$ cat src/rtl/sha3_row_packer_pkg.sv
// Shared types and lane geometry for the Keccak-f[1600] row packer.
// Latency: n/a (types, constants and a pure helper function only).
// Backpressure: n/a.
package sha3_row_packer_pkg;

  localparam int LANES  = 25;
  localparam int ROWS   = 5;
  localparam int COLS   = 5;
  localparam int LANE_W = 64;

  typedef enum logic [1:0] {
    FILL = 2'd0,
    WAIT = 2'd1,
    EMIT = 2'd2
  } state_t;

  // One row of the 5x5 state; element [c] is column c.
  typedef logic [COLS-1:0][LANE_W-1:0] row_t;

  typedef struct packed {
    logic [2:0] row;
    logic [2:0] col;
  } xy_t;

  // Map a stream lane index onto its (row, column) position in the state.
  // Column-major order puts x (column) = k/5 and y (row) = k%5.
  function automatic xy_t lane_to_xy(input int k, input bit row_major);
    xy_t r;
    if (row_major) begin
      r.row = 3'(k / COLS);
      r.col = 3'(k % COLS);
    end else begin
      r.col = 3'(k / ROWS);
      r.row = 3'(k % ROWS);
    end
    return r;
  endfunction

endpackage

$ cat src/rtl/i_sha3_1600_row_bus.sv
// Row-wide bus carrying the full 1600-bit state plus a one-cycle sample pulse.
// Latency: n/a (wiring only).
// Backpressure: none on the bus itself; the receiver stalls via the packer's hold input.
interface i_sha3_1600_row_bus;
  import sha3_row_packer_pkg::*;

  logic sample;
  row_t rowa;
  row_t rowb;
  row_t rowc;
  row_t rowd;
  row_t rowe;

  modport controller (output sample, rowa, rowb, rowc, rowd, rowe);
  modport target     (input  sample, rowa, rowb, rowc, rowd, rowe);
endinterface

$ cat src/rtl/sha3_lane_assembler.sv
// Turns accepted input beats into lane write strobes; builds 64-bit lanes from 32-bit halves.
// Latency: 0 cycles (write strobe in the accepting cycle); IN_WIDTH=64 is a pure passthrough.
// Backpressure: none of its own; beat_vld must already be qualified by the packer's ready.
module sha3_lane_assembler
  import sha3_row_packer_pkg::*;
#(
  parameter int IN_WIDTH = 64
) (
  input  logic                clk,
  input  logic                rst,
  input  logic                beat_vld,
  input  logic [IN_WIDTH-1:0] beat_dat,
  input  logic                beat_last,
  output logic [LANE_W-1:0]   wr_dat,
  output logic [1:0]          wr_mask,
  output logic                lane_vld,
  output logic                half
);

  generate
    if (IN_WIDTH == 32) begin : g_half
      logic half_q;

      // Half flag: set after a low-half beat, cleared by the high half or by an early last.
      always_ff @(posedge clk) begin
        if (rst) begin
          half_q <= 1'b0;
        end else if (beat_vld) begin
          half_q <= !half_q && !beat_last;
        end
      end

      // A low-half beat carrying last also zeroes the upper half of the same lane.
      assign half     = half_q;
      assign wr_dat   = half_q ? {beat_dat, 32'b0} : {32'b0, beat_dat};
      assign wr_mask  = {half_q | beat_last, ~half_q};
      assign lane_vld = beat_vld && (half_q || beat_last);
    end else begin : g_full
      logic unused_full;

      assign unused_full = ^{clk, rst, beat_last};
      assign half        = 1'b0;
      assign wr_dat      = beat_dat;
      assign wr_mask     = 2'b11;
      assign lane_vld    = beat_vld;
    end
  endgenerate

endmodule

$ cat src/rtl/sha3_row_packer.sv
// Packs a lane stream into the 5x5 Keccak state and hands it over with a one-cycle sample.
// Latency: sample rises the cycle after the completing beat (hold=0); stalls in WAIT while hold=1.
// Backpressure: in_ready is high only in FILL; optional early completion via SHA3_ROW_PACKER_ZERO_FILL_EN.
module sha3_row_packer
  import sha3_row_packer_pkg::*;
#(
  parameter int IN_WIDTH             = 64,
  parameter bit LANE_ORDER_ROW_MAJOR = 1'b1
) (
  input  logic                          clk,
  input  logic                          rst,
  input  logic [IN_WIDTH-1:0]           in_data,
  input  logic                          in_valid,
  output logic                          in_ready,
  input  logic                          in_last,
  input  logic                          hold,
  i_sha3_1600_row_bus.controller        dst,
  output logic                          busy
);

  state_t            state;
  state_t            state_nxt;
  logic [4:0]        cnt;
  logic              sample_q;
  logic [LANE_W-1:0] lanes [LANES];
  row_t              rows [ROWS];
  xy_t               xy;

  logic              accept;
  logic              last_eff;
  logic              complete;
  logic [LANE_W-1:0] wr_dat;
  logic [1:0]        wr_mask;
  logic              lane_vld;
  logic              half;

`ifdef SHA3_ROW_PACKER_ZERO_FILL_EN
  assign last_eff = in_last;
`else
  logic unused_in_last;
  assign unused_in_last = in_last;
  assign last_eff       = 1'b0;
`endif

  assign in_ready = (state == FILL) && !rst;
  assign accept   = in_valid && in_ready;

  sha3_lane_assembler #(.IN_WIDTH(IN_WIDTH)) u_asm (
    .clk       (clk),
    .rst       (rst),
    .beat_vld  (accept),
    .beat_dat  (in_data),
    .beat_last (last_eff),
    .wr_dat    (wr_dat),
    .wr_mask   (wr_mask),
    .lane_vld  (lane_vld),
    .half      (half)
  );

  // A block completes on lane 24, or earlier on a last beat when zero fill is built in.
  assign complete = lane_vld && ((cnt == 5'd24) || last_eff);

  // Next-state logic: hold is sampled at completion and in WAIT, never in EMIT.
  always_comb begin
    state_nxt = state;
    case (state)
      FILL:    if (complete) state_nxt = hold ? WAIT : EMIT;
      WAIT:    if (!hold) state_nxt = EMIT;
      EMIT:    state_nxt = FILL;
      default: state_nxt = FILL;
    endcase
  end

  // State, lane counter and the registered sample pulse.
  always_ff @(posedge clk) begin
    if (rst) begin
      state    <= FILL;
      cnt      <= 5'd0;
      sample_q <= 1'b0;
    end else begin
      state    <= state_nxt;
      sample_q <= (state_nxt == EMIT);
      if (lane_vld) begin
        cnt <= complete ? 5'd0 : cnt + 5'd1;
      end
    end
  end

  // Lane array: masked half/full write at the counter, zero fill above it on early completion.
  always_ff @(posedge clk) begin
    if (rst) begin
      for (int k = 0; k < LANES; k++) lanes[k] <= '0;
    end else begin
      for (int k = 0; k < LANES; k++) begin
        if (accept && (cnt == 5'(k))) begin
          if (wr_mask[0]) lanes[k][31:0]  <= wr_dat[31:0];
          if (wr_mask[1]) lanes[k][63:32] <= wr_dat[63:32];
        end else if (lane_vld && last_eff && (5'(k) > cnt)) begin
          lanes[k] <= '0;
        end
      end
    end
  end

  // Route each lane register to its row/column slot on the bus.
  always_comb begin
    xy = '0;
    for (int r = 0; r < ROWS; r++) rows[r] = '0;
    for (int k = 0; k < LANES; k++) begin
      xy = lane_to_xy(k, LANE_ORDER_ROW_MAJOR);
      rows[xy.row][xy.col] = lanes[k];
    end
  end

  assign dst.sample = sample_q;
  assign dst.rowa   = rows[0];
  assign dst.rowb   = rows[1];
  assign dst.rowc   = rows[2];
  assign dst.rowd   = rows[3];
  assign dst.rowe   = rows[4];

  assign busy = (state != FILL) || (cnt != 5'd0) || half;

endmodule

$ cat src/flat_wrapper.sv
// flat-port wrapper written by rule: the top's interface ports become plain ports
module sha3_row_packer_flat import sha3_row_packer_pkg::*;
#(
  parameter int IN_WIDTH             = 64,
  parameter bit LANE_ORDER_ROW_MAJOR = 1'b1
)
  (clk, rst, in_data, in_valid, in_ready, in_last, hold, busy, dst_sample, dst_rowa, dst_rowb, dst_rowc, dst_rowd, dst_rowe);
  i_sha3_1600_row_bus dst_i ();
  input  logic clk;
  input  logic rst;
  input  logic [IN_WIDTH-1:0] in_data;
  input  logic in_valid;
  output logic in_ready;
  input  logic in_last;
  input  logic hold;
  output logic busy;
  output wire logic [$bits(dst_i.sample)-1:0] dst_sample;
  output wire logic [$bits(dst_i.rowa)-1:0] dst_rowa;
  output wire logic [$bits(dst_i.rowb)-1:0] dst_rowb;
  output wire logic [$bits(dst_i.rowc)-1:0] dst_rowc;
  output wire logic [$bits(dst_i.rowd)-1:0] dst_rowd;
  output wire logic [$bits(dst_i.rowe)-1:0] dst_rowe;
  assign dst_sample = dst_i.sample;
  assign dst_rowa = dst_i.rowa;
  assign dst_rowb = dst_i.rowb;
  assign dst_rowc = dst_i.rowc;
  assign dst_rowd = dst_i.rowd;
  assign dst_rowe = dst_i.rowe;
  sha3_row_packer #(.IN_WIDTH(IN_WIDTH), .LANE_ORDER_ROW_MAJOR(LANE_ORDER_ROW_MAJOR)) u_core (.clk(clk), .rst(rst), .in_data(in_data), .in_valid(in_valid), .in_ready(in_ready), .in_last(in_last), .hold(hold), .dst(dst_i), .busy(busy));
endmodule
$ cat config.mk
export PLATFORM = sky130hd
export DESIGN_NAME = sha3_row_packer_flat
export DESIGN_NICKNAME = d
export VERILOG_FILES = /design/src/rtl/sha3_row_packer_pkg.sv /design/src/rtl/i_sha3_1600_row_bus.sv /design/src/rtl/sha3_lane_assembler.sv /design/src/rtl/sha3_row_packer.sv /design/src/flat_wrapper.sv
export SDC_FILE = /design/constraint.sdc
export NUM_CORES = 1
export LEC_CHECK = 0
export CAP_MARGIN = 20
export CORE_AREA = 2 2 657 659
export CTS_BUF_LIST = sky130_fd_sc_hd__clkbuf_4 sky130_fd_sc_hd__clkbuf_8
export CTS_CLUSTER_DIAMETER = 120
export DETAILED_ROUTE_END_ITERATION = 10
export DIE_AREA = 0 0 659 661
export SETUP_SLACK_MARGIN = 0.15
export SYNTH_ARGS = -nofsm -noshare
export SYNTH_HDL_FRONTEND = slang
export SYNTH_HIERARCHICAL = 1
export SYNTH_SLANG_ARGS = --single-unit
$ cat constraint.sdc
create_clock -name clk -period 4.25 [get_ports clk]
set_input_delay 0.6375 -clock clk [delete_from_list [all_inputs] [get_ports clk]]
set_output_delay 0.6375 -clock clk [all_outputs]
set_load 0.02 [all_outputs]
; After elaboration in Yosys (flattened, before gate mapping)
; Memories as Yosys holds them, arrays and structs flattened.
; Cells that the tools add are included.
; Widths: inputs -> output; s select.
[op_classes]
addsub = 1
n_eq_ne = 26
mux = 132
bitwise = 50
n_reduce_logical = 33
[ops]
columns = operator, count
row1 = $mux 32, 50
row2 = $mux 1, 77
row3 = $or 1x1->1, 50
row4 = $eq 5x5->1 const B, 9
row5 = $eq 5x4->1 const B, 8
row6 = $logic_and 1x1->1, 27
row7 = $eq 5x3->1 const B, 4
row8 = $eq 5x2->1 const B, 2
row9 = $mux 2, 3
row10 = $add 5x1->5 const B, 1
row11 = $eq 5x1->1 const B, 1
row12 = $logic_not 5->1, 1
row13 = $mux 5, 1
row14 = $reduce_bool 5->1, 1
row15 = $pmux 2 s2, 1
row16 = $eq 2x1->1 const B, 1
row17 = $eq 2x2->1 const B, 1
row18 = $logic_not 2->1, 1
row19 = $reduce_bool 2->1, 1
row20 = $logic_not 1->1, 1
row21 = $logic_or 1x1->1, 1
[totals]
reg_bits = 8
ram_bits = 1600
input_bits = 69
mem_count = 1
[memory_table]
columns = memory, depth, word_bits, read_ports, rd_clocked_by_memory_dff, wr, line_no
row1 = u_core.lanes, 25, 64, 25, 0, 25, sha3_row_packer.sv:25  ; logic [LANE_W-1:0] lanes [LANES];

; Longest topological paths before layout
[logic_depth]
word_depth = 8
ltp_mapped = 8
mapped_depth_nobuf = 6

; Modules after synthesis
; Netlist, hierarchy kept.
[modules_own_cells]
columns = mod, n_inst, cells_per_inst, area_each_um2, seq_area_each_um2
row1 = sha3_row_packer, 1, 3333, 56559.2, 48206.2
row2 = sha3_lane_assembler, 1, 70, 518.0, 0.0

; Worst setup path before layout
; OpenSTA, ideal clock, no wires.
[synth_path]
path_type = input to register
start = input rst
end = memory u_core.lanes[13][32] (netlist: u_core/lanes[1][352]), enable pin
arrival_time_ps = 3127
required_time_ps = 3822
setup_slack_ps = 695
path_stages = 7
n_path_buf = 4
cell_sequence = buf_2 nor4b_2 buf_4 nand2_4 buf_6 buf_6 o21bai_1
[synth_rtl]
columns = element, line_no
row1 = "start, declared", flat_wrapper.sv:10  ; input logic rst;
row2 = "end, declared", sha3_row_packer.sv:25

; Final worst setup path
[layout_path]
start = register u_core.cnt[0]
end = output busy
[layout_via]
elab_chain_len = 2
[layout_lines]
columns = element, line_no
row1 = "start, declared", sha3_row_packer.sv:23  ; logic [4:0] cnt;
row2 = "start signal, assigned", sha3_row_packer.sv:84  ; cnt <= complete ? 5'd0 : cnt + 5'd1;
row3 = $reduce_bool 5->1, sha3_row_packer.sv:122  ; assign busy = (state != FILL) || (cnt != 5'd0) || half;
row4 = $logic_or 1x1->1, sha3_row_packer.sv:122
row5 = "end, declared", flat_wrapper.sv:16  ; output logic busy;
; No other way between the ends.

==> results by group <==
Clocking
  – CTS buffer count: 289
  – CTS Sinks: 1608
  – H-tree Lvls: 5
  – CTS-repair resized insts: 0
  – Clk buf depth: 4
  – # hold bufs at CTS: 0
  – Clock transition at the registers of the reported paths: 0.07 ns
  – Setup bufs post-CTS: 0
  – CTS tree: yes
  – Worst skew pair latency: 1.02 ns
  – Root buffer cell: clkbuf_8

Timing
  – RSZ-0062 raised after global routing: false
  – Max-slew violation count: 0
  – Setup-failing EPs final: 0
  – Aggregate negative setup slack: 0 ns
  – Max Clk Rate: 0.2791 GHz
  – Worst clock skew: 0.09974 ns
  – Number of failing hold endpoints at the final stage: 0
  – Worst rel slew slack: 0.2235
  – Worst Max-Slew Pin Slew: 1.165 ns
  – Tcrit/Tclk final: 0.8430
  – Min Tclk post-route: 3.583 ns

Route
  – Initial detailed-routing violation count: 3693
  – Detailed-route DRC error count: 0
  – WL final: 316.1 mm
  – Drt wl/cell: 28.23 µm
  – Detailed Routing Iterations Pass 1: 5
  – Via density: 3.370
  – Final ANT Viol Nets: 0
  – Via Count: 37730

Min path
  – Worst Hold Launch: hold
  – Hold endpoint: u_core/dst.sample$_SDFF_PP0_
  – Hold Crit Depth: 2
  – Worst hold path class: input pin to flop

Pwr
  – PD cells: 430.8 nW/µm²
  – VDD IR max: 271.9 µV
  – Leakage: 29.31 nW

Global routing
  – First-pass GRT wire length: 390.9 mm
  – M1 GR Usage: 0.1750
  – Gr busiest metal: met2
  – Met3 usage: 0.03968
  – GRT overflow: 0
  – Pin count of the biggest net entering global routing: 56
  – M2 GR Usage: 0.2208
  – Gr usage total: 0.1377
  – Vias in the first global route: 36480
  – Antenna violations before repair: 65

Run status
  – Status: finished clean

Yosys
  – Post-Syn Area per Cell: 16.78 µm²
  – Post-synthesis cell area: 57070 µm²
  – Cells after Synth: 3402
  – Synth warn: 6

Critical path
  – Critical Path Start: u_core/cnt[0]$_SDFFE_PP0P_
  – Crit path kind: flop to primary output
  – CP Data Required Time: 3.61 ns
  – Worst Setup End Kind: primary output
  – Worst r2r src: u_core/cnt[3]$_SDFFE_PP0P_
  – WP data arrival: 2.95 ns
  – CP max FO: 11
  – Worst Reg-to-Reg Cells: 4
  – Reg2reg end: u_core/lanes[3][18]$_DFFE_PP_
  – Startpoint types: flop
  – FF-to-FF setup slack: 0.89 ns

Die
  – IO Pins: 1672
  – Cell Rows: 241
  – Die Span Y: 661 µm
  – DIE WIDTH: 659 µm
  – Die footprint: 435600 µm²
  – Starting Density: 0.1330
  – Core footprint: 429100 µm²

Placement
  – PortBufs: 1670
  – Final HPWL DP: 234.9 mm
  – Final Wtd Congestion: 0.7858

Cells and area
  – Register area: 48210 µm²
  – Final Util: 0.2045
  – Footprint of the multi-input gates: 7284 µm²
  – Area grow syn2layout: 53.71%
  – Nets@finish: 5328
  – Commonest non-fill, non-tap cell in the layout: clkdlybuf4s50_1
  – Most frequent cells in the layout: clkdlybuf4s50_1 (1668), edfxtp_1 (1600), nor2_1 (880)
  – Fill cell count: 45570
  – Layout cells sized above 1: 0.1720

Job
  – Max_cap viols: 0
## worst max path at each step
stage,endpoint,slack (ns),cells after the start
floorplan,u_core/lanes[1][352]$_SDFFCE_PN0P_,0.70,7
global placement,u_core/lanes[2][224]$_DFFE_PP_,0.48,5
detailed placement,u_core/lanes[2][252]$_DFFE_PP_,0.43,5
CTS,busy,0.39,7
global route,busy,0.41,7
finish,busy,0.67,7
## metrics by stage
| step | area, µm² | setup slack, ns | instances | total power, mW | hold WS [ns] |
|---|---|---|---|---|---|
| 2_1_floorplan | 57080 | 0.6952 | 3403 | 20.36 | 0.4966 |
| 3_3_place_gp | 81870 | 0.4816 | 10670 | 23.30 | 0.5305 |
| 3_5_place_dp | 81950 | 0.4337 | 10670 | 23.32 | 0.5368 |
| 4_1_cts | 87640 | 0.3937 | 11170 | 38.41 | 0.03325 |
| 5_1_grt | 87670 | 0.4056 | 11170 | 39.08 | 0.1172 |
| 6_report | 87730 | 0.6672 | 11200 | 37.80 | 0.2598 |
## area by class of cell
class,instances,share of cell area
clock inverter,112,0.01100
timing repair buffer,1922,0.2177
antenna,26,0.0007416
inverter,67,0.002867
multi-input combinational,1366,0.08304
clock buffer,385,0.05377
sequential,1608,0.5495
tap,5710,0.08144
## power by group
part	internal, mW	switching [mW]
sequential	18.2	0.211
combinational	1.51	2.94
clock	7.91	7.02
## per-layer routing
layer	up-vias	part of all wire	wire (µm)
met1	19180	0.41	130800
met5	-	0.00021	66
met3	424	0.086	27220
li1	15820	-	-
met2	2303	0.46	145700
met4	10	0.039	12290
## registers in the layout (all words and copies together) (netlist names)
register,cells
u_core/state,2
u_core/dst.sample,1
u_core/lanes,1600
u_core/cnt,5
## critical path, cell delays in order (launching register included)
cell	delay, ns
dfxtp_1	0.35
inv_1	0.11
ha_1	0.15
buf_4	0.28
nor3b_2	0.22
buf_4	0.26
nand3_1	0.22
buf_4	0.30
Power figures use the tool's default switching activity.
